===== config.mk =====
export PLATFORM = sky130hd
export DESIGN_NAME = scroll_tile_gen_flat
export DESIGN_NICKNAME = d
export VERILOG_FILES = /design/src/rtl/pattern_pkg.sv /design/src/rtl/scroll_tile_gen_if.sv /design/src/rtl/frac_step_accum.sv /design/src/rtl/scroll_tile_gen.sv /design/src/flat_wrapper.sv
export SDC_FILE = /design/constraint.sdc
export NUM_CORES = 1
export LEC_CHECK = 0
export CORE_UTILIZATION = 28
export DETAILED_ROUTE_END_ITERATION = 12
export DONT_BUFFER_PORTS = 1
export GPL_ROUTABILITY_DRIVEN = 0
export GPL_TIMING_DRIVEN = 0
export SYNTH_ARGS = -nofsm -noshare
export SYNTH_HDL_FRONTEND = slang
export SYNTH_SLANG_ARGS = --single-unit

===== constraint.sdc =====
create_clock -name clk -period 3.1 [get_ports clk]
set_input_delay 0.31 -clock clk [delete_from_list [all_inputs] [get_ports clk]]
set_output_delay 0.31 -clock clk [all_outputs]
set_load 0.01 [all_outputs]

===== src/rtl/pattern_pkg.sv =====
// Shared definitions for the VGA pattern generators: RGB222 type, scroll
// direction encodings, named colours and the colour-cycle palette.
package pattern_pkg;

  typedef logic [5:0] rgb222;

  localparam logic [1:0] MODE_LEFT  = 2'd0;
  localparam logic [1:0] MODE_RIGHT = 2'd1;
  localparam logic [1:0] MODE_DOWN  = 2'd2;
  localparam logic [1:0] MODE_DIAG  = 2'd3;

  // Bit layout is {R[1:0], G[1:0], B[1:0]}
  localparam rgb222 RGB_BLACK  = 6'b000000;
  localparam rgb222 RGB_AMBER  = 6'b100100;
  localparam rgb222 RGB_TEAL   = 6'b001001;
  localparam rgb222 RGB_VIOLET = 6'b010010;
  localparam rgb222 RGB_WHITE  = 6'b111111;

  localparam rgb222 PALETTE [0:3] = '{RGB_AMBER, RGB_TEAL, RGB_VIOLET, RGB_WHITE};

endpackage


===== src/rtl/scroll_tile_gen_if.sv =====
// Pixel-stream bundle between the coordinate generator, scroll_tile_gen and the
// pattern mux. Widths must match the parameters of the attached generator.
interface scroll_tile_gen_if #(
  parameter int X_W    = 10,
  parameter int Y_W    = 10,
  parameter int STEP_W = 3
);
  import pattern_pkg::*;

  logic [X_W-1:0]    x;
  logic [Y_W-1:0]    y;
  logic              next_frame;
  logic [STEP_W-1:0] step_size;
  logic [1:0]        mode_req;
  logic              pause;
  rgb222             rgb;

  modport master (
    output x, y, next_frame, step_size, mode_req, pause,
    input  rgb
  );

  modport slave (
    input  x, y, next_frame, step_size, mode_req, pause,
    output rgb
  );

endinterface


===== src/rtl/frac_step_accum.sv =====
// Unsigned fixed-point {off,frac} accumulator: adds a zero-extended step when
// enabled and wraps modulo 2^(OFF_W+FRAC_W). Shared by scrolling patterns.
module frac_step_accum #(
  parameter int OFF_W  = 8,
  parameter int FRAC_W = 2,
  parameter int STEP_W = 3
) (
  input  logic              clk,
  input  logic              rst_n,
  input  logic              en,
  input  logic [STEP_W-1:0] step,
  output logic [OFF_W-1:0]  off,
  output logic [FRAC_W-1:0] frac
);

  localparam int ACC_W = OFF_W + FRAC_W;

  logic [ACC_W-1:0] acc_p0;
  logic [ACC_W-1:0] acc_nxt;

  // Carry out of the fractional field falls straight into the integer field
  assign acc_nxt = acc_p0 + ACC_W'(step);

  always_ff @(posedge clk or negedge rst_n) begin
    if (!rst_n) begin
      acc_p0 <= '0;
    end else if (en) begin
      acc_p0 <= acc_nxt;
    end
  end

  assign {off, frac} = acc_p0;

endmodule


===== src/rtl/scroll_tile_gen.sv =====
// Scrolling two-colour checkerboard with fixed-point per-frame step, four
// directions and pause. Optional palette cycling: SCROLL_TILE_COLOR_CYCLE_EN.
module scroll_tile_gen
  import pattern_pkg::*;
#(
  parameter int    X_W          = 10,
  parameter int    Y_W          = 10,
  parameter int    TILE_LOG2    = 5,
  parameter int    OFF_W        = 8,
  parameter int    FRAC_W       = 2,
  parameter int    STEP_W       = 3,
  parameter rgb222 FG_COLOR     = 6'b100100,
  parameter rgb222 BG_COLOR     = 6'b000000,
  parameter int    CYCLE_FRAMES = 16
) (
  input  logic             clk,
  input  logic             rst_n,
  scroll_tile_gen_if.slave pix
);

  localparam int MIN_XY = (X_W < Y_W) ? X_W : Y_W;

  generate
    if (OFF_W < TILE_LOG2 + 1) begin : g_bad_off_w
      $error("scroll_tile_gen: OFF_W (%0d) must be >= TILE_LOG2+1 (%0d)", OFF_W, TILE_LOG2 + 1);
    end
    if (TILE_LOG2 < 1 || TILE_LOG2 > MIN_XY - 1) begin : g_bad_tile
      $error("scroll_tile_gen: TILE_LOG2 (%0d) outside 1..%0d", TILE_LOG2, MIN_XY - 1);
    end
  endgenerate

  logic [OFF_W-1:0]  acc_off;
  logic [FRAC_W-1:0] acc_frac;
  logic              accum_en;
  logic [1:0]        mode_act;
  rgb222             fg;
  logic [X_W-1:0]    sx_p0;
  logic [Y_W-1:0]    sy_p0;
  logic [X_W-1:0]    off_x;
  logic [Y_W-1:0]    off_y;
  logic              tile_p0;
  rgb222             rgb_p1;

  assign accum_en = pix.next_frame && !pix.pause;

  frac_step_accum #(
    .OFF_W  (OFF_W),
    .FRAC_W (FRAC_W),
    .STEP_W (STEP_W)
  ) u_accum (
    .clk   (clk),
    .rst_n (rst_n),
    .en    (accum_en),
    .step  (pix.step_size),
    .off   (acc_off),
    .frac  (acc_frac)
  );

  // Direction is latched only at the frame boundary, independent of pause
  always_ff @(posedge clk or negedge rst_n) begin
    if (!rst_n) begin
      mode_act <= MODE_LEFT;
    end else if (pix.next_frame) begin
      mode_act <= pix.mode_req;
    end
  end

`ifdef SCROLL_TILE_COLOR_CYCLE_EN
  localparam int CNT_W = (CYCLE_FRAMES > 1) ? $clog2(CYCLE_FRAMES) : 1;

  logic [CNT_W-1:0] frame_cnt;
  logic [1:0]       phase;

  // Paused frames still count, so the palette keeps moving while the scroll is frozen
  always_ff @(posedge clk or negedge rst_n) begin
    if (!rst_n) begin
      frame_cnt <= '0;
      phase     <= 2'd0;
    end else if (pix.next_frame) begin
      if (frame_cnt == CNT_W'(CYCLE_FRAMES - 1)) begin
        frame_cnt <= '0;
        phase     <= phase + 2'd1;
      end else begin
        frame_cnt <= frame_cnt + 1'b1;
      end
    end
  end

  assign fg = (phase == 2'd0) ? FG_COLOR : PALETTE[phase];
`else
  assign fg = FG_COLOR;
`endif

  assign off_x = X_W'(acc_off);
  assign off_y = Y_W'(acc_off);

  // Stage p0: shifted coordinates and tile parity
  always_comb begin
    sx_p0 = pix.x;
    sy_p0 = pix.y;
    unique case (mode_act)
      MODE_LEFT:  sx_p0 = pix.x + off_x;
      MODE_RIGHT: sx_p0 = pix.x - off_x;
      MODE_DOWN:  sy_p0 = pix.y - off_y;
      MODE_DIAG: begin
        sx_p0 = pix.x + off_x;
        sy_p0 = pix.y + off_y;
      end
      default: begin
        sx_p0 = pix.x;
        sy_p0 = pix.y;
      end
    endcase
  end

  assign tile_p0 = sx_p0[TILE_LOG2] ^ sy_p0[TILE_LOG2];

  // Stage p1: registered colour
  always_ff @(posedge clk or negedge rst_n) begin
    if (!rst_n) begin
      rgb_p1 <= BG_COLOR;
    end else begin
      rgb_p1 <= tile_p0 ? fg : BG_COLOR;
    end
  end

  assign pix.rgb = rgb_p1;

endmodule


===== src/flat_wrapper.sv =====
// flat-port wrapper written by rule: the top's interface ports become plain ports
module scroll_tile_gen_flat import pattern_pkg::*;
#(
  parameter int    X_W          = 10,
  parameter int    Y_W          = 10,
  parameter int    TILE_LOG2    = 5,
  parameter int    OFF_W        = 8,
  parameter int    FRAC_W       = 2,
  parameter int    STEP_W       = 3,
  parameter rgb222 FG_COLOR     = 6'b100100,
  parameter rgb222 BG_COLOR     = 6'b000000,
  parameter int    CYCLE_FRAMES = 16
)
  (clk, rst_n, pix_x, pix_y, pix_next_frame, pix_step_size, pix_mode_req, pix_pause, pix_rgb);
  scroll_tile_gen_if #(.X_W(X_W), .Y_W(Y_W), .STEP_W(STEP_W)) pix_i ();
  input  logic clk;
  input  logic rst_n;
  input wire logic [$bits(pix_i.x)-1:0] pix_x;
  input wire logic [$bits(pix_i.y)-1:0] pix_y;
  input wire logic [$bits(pix_i.next_frame)-1:0] pix_next_frame;
  input wire logic [$bits(pix_i.step_size)-1:0] pix_step_size;
  input wire logic [$bits(pix_i.mode_req)-1:0] pix_mode_req;
  input wire logic [$bits(pix_i.pause)-1:0] pix_pause;
  output wire logic [$bits(pix_i.rgb)-1:0] pix_rgb;
  assign pix_i.x = pix_x;
  assign pix_i.y = pix_y;
  assign pix_i.next_frame = pix_next_frame;
  assign pix_i.step_size = pix_step_size;
  assign pix_i.mode_req = pix_mode_req;
  assign pix_i.pause = pix_pause;
  assign pix_rgb = pix_i.rgb;
  scroll_tile_gen #(.X_W(X_W), .Y_W(Y_W), .TILE_LOG2(TILE_LOG2), .OFF_W(OFF_W), .FRAC_W(FRAC_W), .STEP_W(STEP_W), .FG_COLOR(FG_COLOR), .BG_COLOR(BG_COLOR), .CYCLE_FRAMES(CYCLE_FRAMES)) u_core (.clk(clk), .rst_n(rst_n), .pix(pix_i));
endmodule

==> results by group <==
Outcome
  • Status: complete, no violations

GRT
  • GRT Util Overall: 11.85%
  • Vias in the first global route: 896
  • First-pass GRT wire length: 3843 um
  • Antenna violations before repair: 0
  • Global route overflow: 0
  • Largest net degree at the start of global routing: 12

STA
  • Slew headroom: 65.82%
  • Post-Route Skew: 0.001606 ns
  • Slew Limit Fails: 0
  • Worst setup margin: 0.4038 ns
  • RSZ-0062 raised after global routing: no
  • Min Tclk post-route: 2.696 ns
  • Fmax: 370.9 MHz
  • Final setup vio count: 0
  • Hold Fails Final Rpt: 0
  • Setup tns final: 0 ns
  • Worst-margin pin slew: 0.5109 ns
  • Tcrit/Tclk final: 86.97%

Yosys
  • Post-synth top area share: 25.03%
  • Gate count of the mapped netlist: 122
  • Number of synthesized flops with an enable pin: 0
  • Flop and latch count out of synthesis: 11
  • Main synth FF type: dfrtp_1
  • Largest cells by area after synthesis: dfrtp_1 25%, ha_1 17%, xnor2_1 5.6%
  • Fraction of registers with async set/reset: 100.0%
  • Register area share after synthesis: 25.03%
  • Yosys Warn Count: 0
  • Yosys cell types: 35
  • Mean area per synthesized cell: 9.015 um2
  • Area leader, netlist: dfrtp_1
  • Mapped Area: 1100 um2

Setup path
  • Worst-path maximum fanout: 6
  • Crit path DAT: 2.85 ns
  • Endpoint class of the critical path: flop
  • CP Data Required Time: 3.26 ns
  • R2r setup slk: 0.40 ns
  • Critical path class: flop to flop
  • Setup crit start kind: flop

Drt
  • Routed WL: 2149 um
  • Routed wire per std cell: 12.07 um
  • Detailed-route via count: 840
  • Vias per cell: 4.719
  • DRT Pass-1 Iters: 4
  • DRC violations left: 0
  • Remaining antenna violation count: 0
  • DR iter-0 viols: 18

Final layout
  • Area Growth Syn to Fin: 11.49%
  • Commonest non-fill, non-tap cell in the layout: ha_1
  • Reg area: 275.3 um2
  • Filler cell count: 399
  • Final nets: 176
  • Diode count: 0
  • Most frequent cells in the layout: 15 x ha_1, 11 x dfrtp_1, 10 x nand2_1
  • Ratio of cells with drive above 1 in the final layout: 14.62%
  • Multi-input gate area: 737.0 um2

Place
  • Port Buf Inserts: 0
  • Dpl hpwl: 1773 um
  • Setup WS pre-CTS: 0.4382 ns

Floorplan
  • Die area: 4182 um2
  • Die width: 64.67 um
  • Die Y-Extent: 64.67 um
  • Row count: 22
  • Core Area: 3716 um2
  • Initial Utilization: 29.60%
  • IO Pins: 35

CTS
  • CTS clk-pin slew, worst paths: 0.05 ns
  • Num CTS Buffers: 3
  • TritonCTS sink count: 11
  • PostCTS Resize Cnt: 0
  • CTS tree: built
  • Postcts setup bufs: 0
  • H-tree depth: 1
  • Worst-skew pair later-pin latency: 0.23 ns
  • Max clock buf depth: 2
  • Root buffer cell: clkbuf_8

Power
  • Power Density: 846.9 nW/um2
  • Maximum vdd drop: 0.2369 mV
  • Pwr Total: 1038 uW
  • LEAKAGE: 0.0005752 uW

Job
  • Max-Cap Viols: 0

Min path
  • HP Class: input pin to flop
-- stage by stage --
step	cells	util [%]	hold WS, ns	cell area (um2)
floorplan	125	-	0.01441	1111
global placement	173	31.52	0.01463	1171
detailed placement	173	31.52	0.01470	1171
CTS	178	33.00	0.1762	1226
global route	178	33.00	0.1786	1226
finish	178	33.00	0.1833	1226
-- path summary, 6_finish.rpt --
| check | from | endpoint | cells past startpoint |
|---|---|---|---|
| min | pix_next_frame | u_core.mode_act[0]$_DFFE_PN0P_ | 1 |
| min in group asynchronous | rst_n | u_core.u_accum.acc_p0[1]$_DFFE_PN0P_ | 1 |
| max reg2reg | u_core.u_accum.acc_p0[2]$_DFFE_PN0P_ | u_core.pix.rgb[2]$_DFF_PN0_ | 11 |
| min reg2reg | u_core.u_accum.acc_p0[0]$_DFFE_PN0P_ | u_core.u_accum.acc_p0[0]$_DFFE_PN0P_ | 2 |
| max | u_core.u_accum.acc_p0[2]$_DFFE_PN0P_ | u_core.pix.rgb[2]$_DFF_PN0_ | 11 |
| max in group asynchronous | rst_n | u_core.mode_act[1]$_DFFE_PN0P_ | 1 |
-- routing by layer --
metal,wire length [um],up-vias,track usage (%)
li1,-,424,-
met2,994,30,19.87
met1,966,384,14.15
met5,0,-,0
met4,19,0,3.333
met3,169,2,4.225
-- cell type report --
| cell class | count | area share, % |
|---|---|---|
| Timing Repair Buffer | 1 | 0.8163 |
| Sequential cell | 11 | 22.45 |
| Clock buffer | 4 | 3.673 |
| Tap cell | 48 | 4.898 |
| Inverter | 9 | 2.755 |
| Multi-Input combinational cell | 96 | 60.10 |
| Buffer | 9 | 5.306 |
-- worst max-delay path: stages (launching register included) --
cell      delay [ns]
dfrtp_1         0.46
inv_1           0.10
ha_1            0.26
a21oi_1         0.19
xor2_1          0.18
ha_1            0.28
and3b_1         0.17
a2111o_1        0.34
nor3_1          0.25
a21oi_1         0.08
a21oi_1         0.17
xnor2_1         0.14
-- flip-flops by register name (all words and copies together), names as in the netlist --
name	count
u_core.u_accum.acc_p0	8
u_core.pix.rgb	1
u_core.mode_act	2
-- kinds of logic (layout without fill, tap and decap cells) --
group,after synthesis,in the layout,synth area share (%)
xor+xnor,14,14,11.15
other cells,1,4,0.3410
buf+inv,18,23,8.986
fa+ha+maj,16,16,18.89
simple gates,37,37,17.52
compound gates,22,22,15.02
flops,11,11,25.03
mux,3,3,3.071
-- synth_stat cells, types with 2 or more instances --
library cell  number
a21o_1             2
a21oi_1            9
buf_4              6
dfrtp_1           11
ha_1              15
inv_1              9
mux2_2             3
nand2_1           10
nand3_1            2
nand4_1            2
nor2_1             9
nor2b_1            2
nor3_1             3
nor3b_1            3
o21ai_0            4
xnor2_1            7
xor2_1             7
-- power breakdown --
part           switching (uW)  internal [uW]
registers                44.5            196
logic                     356            303
clock network            49.4           89.9
total                     450            589
-- repair_timing --
item | CTS | global route
hold buffers | 1 | 0
endpoints found under the setup margin | 0 | 0
endpoints found under the hold margin | 11 | 0
No activity file was read; power rests on OpenSTA's default activity.
